[src/rtl/instr_fetch_unit.sv]
// Single-outstanding instruction fetch unit: requests one word at the PC, waits for the
// response, presents it to decode and holds it until consumed; redirects replace the PC.
module instr_fetch_unit #(
    parameter logic [31:0] RESET_PC = 32'h0000_0000
) (
    input  logic        clk,
    input  logic        reset,
    output logic        imemReq,
    output logic [31:0] imemAddr,
    input  logic        imemReady,
    input  logic        imemRValid,
    input  logic [31:0] imemRData,
    output logic [31:0] instrCode,
    output logic [31:0] instrPC,
    output logic        instrValid,
    input  logic        instrReady,
    input  logic        redirect,
    input  logic [31:0] redirectPC
);

    localparam logic [31:0] NOP = 32'h0000_0013;

    typedef enum logic [2:0] {
        IDLE = 3'd0,
        REQ  = 3'd1,
        WAIT = 3'd2,
        DROP = 3'd3,
        HOLD = 3'd4
    } state_t;

    state_t      state_reg, state_next;
    logic [31:0] pc_reg, pc_next;
    logic [31:0] code_reg, code_next;
    logic [31:0] ipc_reg, ipc_next;
    logic        valid_reg, valid_next;

    logic [31:0] redirect_aligned;
    logic        capture;
    logic        redirect_low_unused;

    assign redirect_aligned    = {redirectPC[31:2], 2'b00};
    assign redirect_low_unused = ^redirectPC[1:0];

    // A response is only accepted into the decode registers when no redirect kills it.
    assign capture = (state_reg == WAIT) && imemRValid && !redirect;

    // State register (and the datapath registers that move with it)
    always_ff @(posedge clk) begin
        if (reset) begin
            state_reg <= IDLE;
            pc_reg    <= RESET_PC;
            code_reg  <= NOP;
            ipc_reg   <= 32'h0000_0000;
            valid_reg <= 1'b0;
        end else begin
            state_reg <= state_next;
            pc_reg    <= pc_next;
            code_reg  <= code_next;
            ipc_reg   <= ipc_next;
            valid_reg <= valid_next;
        end
    end

    // Next-state logic
    always_comb begin
        state_next = state_reg;
        case (state_reg)
            IDLE: state_next = REQ;
            REQ: begin
                if (redirect)
                    state_next = imemReady ? DROP : REQ;
                else if (imemReady)
                    state_next = WAIT;
            end
            WAIT: begin
                if (redirect)
                    state_next = imemRValid ? REQ : DROP;
                else if (imemRValid)
                    state_next = HOLD;
            end
            // A redirect here only moves the PC; once the stale response has been
            // swallowed nothing is outstanding, so leaving DROP cannot deadlock.
            DROP: begin
                if (imemRValid)
                    state_next = REQ;
            end
            HOLD: begin
                if (redirect || instrReady)
                    state_next = REQ;
            end
            default: state_next = IDLE;
        endcase
    end

    // Datapath next values
    always_comb begin
        pc_next    = pc_reg;
        code_next  = code_reg;
        ipc_next   = ipc_reg;
        valid_next = valid_reg;
        if (redirect)
            pc_next = redirect_aligned;
        else if (capture)
            pc_next = pc_reg + 32'd4;
        if (capture) begin
            code_next  = imemRData;
            ipc_next   = pc_reg;
            valid_next = 1'b1;
        end else if ((state_reg == HOLD) && (redirect || instrReady)) begin
            valid_next = 1'b0;
        end
    end

    // Outputs
    always_comb begin
        imemReq    = (state_reg == REQ);
        imemAddr   = pc_reg;
        instrCode  = code_reg;
        instrPC    = ipc_reg;
        instrValid = valid_reg;
    end

endmodule

[config.mk]
export PLATFORM = sky130hd
export DESIGN_NAME = instr_fetch_unit
export DESIGN_NICKNAME = d
export VERILOG_FILES = /design/src/rtl/instr_fetch_unit.sv
export SDC_FILE = /design/constraint.sdc
export NUM_CORES = 1
export LEC_CHECK = 0
export CORE_MARGIN = 2
export CORE_UTILIZATION = 47
export DETAILED_ROUTE_END_ITERATION = 8
export GPL_TIMING_DRIVEN = 0
export HOLD_SLACK_MARGIN = 0.15
export PLACE_DENSITY_LB_ADDON = 0.3
export SLEW_MARGIN = 5
export SYNTH_ARGS = -nofsm -noshare
export SYNTH_HDL_FRONTEND = slang
export SYNTH_SLANG_ARGS = --single-unit
[constraint.sdc]
create_clock -name clk -period 3.2 [get_ports clk]
set_clock_uncertainty 0.2 [all_clocks]
set_input_delay 0.32 -clock clk [delete_from_list [all_inputs] [get_ports clk]]
set_output_delay 0.32 -clock clk [all_outputs]
set_load 0.01 [all_outputs]
==> impl_metrics.py <==
metrics = {
    "outcome": {
        "outcome": "completed",
    },
    "critical_path": {
        "startpoint_type": "input port",
        "r2r-start": "imemAddr[12]",
        "cp_max_fo": 10,
        "arrival_ns": 2.66,
        "required_ns": 3.29,
        "rrSetupSlack_ns": 0.78,
        "worstSetupStartpoint": "redirect",
        "end_kind": "flip-flop",
        "r2r_cells": 5,
        "criticalPathCategory": "in2reg",
        "timing.rr.end": "imemAddr[29]",
    },
    "global_routing": {
        "grt_start_max_net_pins": 19,
        "met2_usage_pct": 44.7,
        "grt_pass1_vias": 4400,
        "track_usage_pct": 26.8,
        "use_met3_pct": 4.82,
        "antenna_found_initial": 0,
        "grt.busiest_layer": "met2",
        "grt_overflow_total": 0,
        "grt_first_pass_wirelength_mm": 21.4,
        "use_met1_pct": 35.7,
    },
    "routing": {
        "detail_route.wirelength_mm": 13.3,
        "wire_per_inst_microns": 16.1,
        "dr_total_vias": 4613,
        "dr.pass1.iters": 5,
        "drc": 0,
        "viasPerCell": 5.61,
        "first_iter_violations": 387,
        "final_antenna_net_count": 0,
    },
    "synthesis": {
        "synth_compound_area_share_pct": 17.8,
        "synthAdderAreaFrac_pct": 0.298,
        "ys_ff_latch": 96,
        "syn_area_per_cell_sq_um": 7.88,
        "synth_top_family_by_area": "simple AND/OR/NAND/NOR gates",
        "seq_area_frac_synth_pct": 45.7,
        "async_flop_share_pct": 0,
        "yosys.area_share.simple_pct": 28.6,
        "synthFlopType": "dfxtp_1",
        "synth_edf_count": 0,
        "synthMuxAreaShare_pct": 0.268,
        "ys_warn_count": 0,
        "synthXorXnorAreaFrac_pct": 1.67,
        "syn_area_sq_um": 4210,
        "synth_cell_type_count": 49,
        "netlist_instances": 534,
    },
    "clocking": {
        "cts.hold.buffers_added": 0,
        "cts_buffers": 9,
        "cts-root-buf": "clkbuf_8",
        "tritoncts": "done",
        "clk_latency_ns": 0.36,
        "cts_setup_buffers": 0,
        "clk_pin_slew_ns": 0.10,
        "postCtsResizedCells": 0,
        "cts_max_path_buffers": 2,
        "htree_levels": 3,
        "cts_num_sinks": 96,
    },
    "place": {
        "io_buffers": 161,
        "place_area_sq_um": 5960,
        "dp_slack_ns": 0.345,
        "dp_hpwl_mm": 9.84,
        "place_congestion": 0.913,
    },
    "floorplanning": {
        "coreArea_sq_um": 8680,
        "die_height_microns": 98.6,
        "start_util_pct": 48.5,
        "die_width_microns": 98.6,
        "dieArea_sq_um": 9720,
        "io_pins": 168,
        "row_count": 34,
    },
    "power": {
        "p_leak_nw": 2.10,
        "p_per_area_nw_per_um2": 389,
        "p_total_mw": 2.40,
        "ir_worst_vdd_mv": 0.262,
    },
    "sta": {
        "rsz0062_at_grt": "no",
        "slew_headroom_pct": 48.5,
        "layout_setup_ws_ns": 0.635,
        "finalHoldViolCount": 0,
        "drv_slew": 0,
        "fin_crit_sh_pct": 80.2,
        "tns_ns": 0,
        "setup_violations": 0,
        "fmax_mhz": 390,
        "worst_slew_pin_slew_ns": 0.769,
        "finalCriticalPeriod_ns": 2.57,
    },
    "run": {
        "maxCapViolations": 0,
    },
    "finish": {
        "post-route-cell-area_sq_um": 6160,
        "area_growth_pct": 46.5,
        "drive_gt1_share_pct": 4.20,
        "antenna_cells": 0,
        "fin_util_pct": 71.0,
        "final_nets": 780,
        "largest_reg_flops": 32,
        "nFillCells": 708,
    },
    "hold_path": {
        "whs_path_depth": 2,
        "min_from": "instrPC[28]",
        "hold_end": "instrPC[28]",
        "hold_class": "reg2reg",
    },
}
==> report_power, final <==
part	switching (mW)	total [mW]	leakage (nW)	internal [mW]
logic	0.141	0.322	1.22	0.181
registers	0.0528	1.28	0.782	1.23
clock network	0.473	0.796	0.0982	0.323
total	0.667	2.40	2.10	1.73
==> layout make-up <==
cell class                      instances  area, sq um  area share [%]
Tap cell                              108          135            2.19
Clock inverter                          6         61.3           0.995
Inverter                               13         48.8           0.792
Timing Repair Buffer                  161         1610            26.2
Clock buffer                           10          138            2.23
Multi-Input combinational cell        384         2060            33.4
Buffer                                 44          188            3.05
Sequential cell                        96         1920            31.2
==> cell usage after synthesis, drive strengths merged (2+ instances only) <==
library cell | count | area, sq um
a21oi | 65 | 325
nor2 | 27 | 101
inv | 13 | 48.8
buf | 10 | 60.1
and2 | 3 | 20.0
o21ai | 9 | 45.0
nand3 | 10 | 50.1
nand2 | 142 | 533
o21bai | 3 | 22.5
dfxtp | 96 | 1920
or4 | 9 | 71.3
and3 | 7 | 45.1
nor4 | 2 | 12.5
clkbuf | 34 | 128
o31ai | 4 | 30.0
nor4b | 3 | 26.3
a221oi | 2 | 17.5
nor2b | 4 | 25.0
a211oi | 11 | 82.6
nand4 | 11 | 75.1
and4 | 11 | 97.6
or3 | 4 | 25.0
nor3b | 5 | 37.5
a311oi | 12 | 105
a2111oi | 8 | 70.1
nor3 | 6 | 30.0
nand3b | 3 | 22.5
xnor2 | 4 | 35.0
xor2 | 4 | 35.0
==> critical path, stage by stage <==
cell and delay [ns]:
clkdlybuf4s50_1 0.58, clkbuf_1 0.33, nor2_1 0.67, clkbuf_1 0.45, nand2_1 0.16, a21oi_1 0.15
==> how the worst max path moves through the flow <==
stage                              end  slack, ns  cells after the start
after global routing       instrPC[19]       0.51                      6
after detailed placement   instrPC[12]       0.35                      6
after CTS                  instrPC[12]       0.72                      6
final                      instrPC[19]       0.63                      6
after global placement     instrPC[12]       0.36                      6
after floorplan           imemAddr[27]       1.00                      5
==> metal layers <==
metal  part of all wire (%)  up-vias
li1                       -     2208
met1                     41     2181
met2                     49      204
met3                    7.8       20
met4                    1.7        0
met5                      0        -
==> cell families after synthesis <==
family          Yosys count
simple gates            250
compound gates          120
flops                    96
buf+inv                  57
xor+xnor                  8
fa+ha+maj                 1
other cells               1
mux                       1
==> placed cells by master, fill, tap and decap left out, types with 2 or more instances in the layout <==
| master | netlist | routed |
|---|---|---|
| nand3b_1 | 3 | 3 |
| a2111oi_0 | 8 | 8 |
| nand4_1 | 10 | 10 |
| buf_4 | 5 | 5 |
| clkbuf_1 | 34 | 34 |
| and3_1 | 6 | 6 |
| clkdlybuf4s50_1 | 0 | 161 |
| nor4b_1 | 3 | 3 |
| and2_1 | 2 | 2 |
| inv_1 | 13 | 13 |
| o21ai_0 | 5 | 5 |
| a21oi_1 | 65 | 65 |
| nor3_1 | 6 | 6 |
| buf_2 | 3 | 3 |
| o21ai_1 | 4 | 4 |
| or4_1 | 8 | 8 |
| conb_1 | 1 | 4 |
| o31ai_1 | 4 | 4 |
| xnor2_1 | 4 | 4 |
| nor4_1 | 2 | 2 |
| dfxtp_1 | 96 | 96 |
| a221oi_1 | 2 | 2 |
| nand2_1 | 142 | 142 |
| a211oi_1 | 11 | 11 |
| xor2_1 | 4 | 4 |
| nand3_1 | 10 | 10 |
| nor2b_1 | 4 | 4 |
| buf_1 | 2 | 2 |
| a311oi_1 | 12 | 12 |
| or3_1 | 4 | 4 |
| inv_6 | 0 | 2 |
| nor2_1 | 27 | 27 |
| and4_1 | 10 | 10 |
| clkbuf_8 | 0 | 10 |
| o21bai_1 | 3 | 3 |
| nor3b_1 | 5 | 5 |
==> stage by stage <==
step,cells,hold slack [ns]
finish,822,0.261
global route,822,0.288
CTS,822,0.263
detailed placement,806,0.249
global placement,806,0.240
floorplan,537,0.244
No activity file was read; power rests on OpenSTA's default activity.
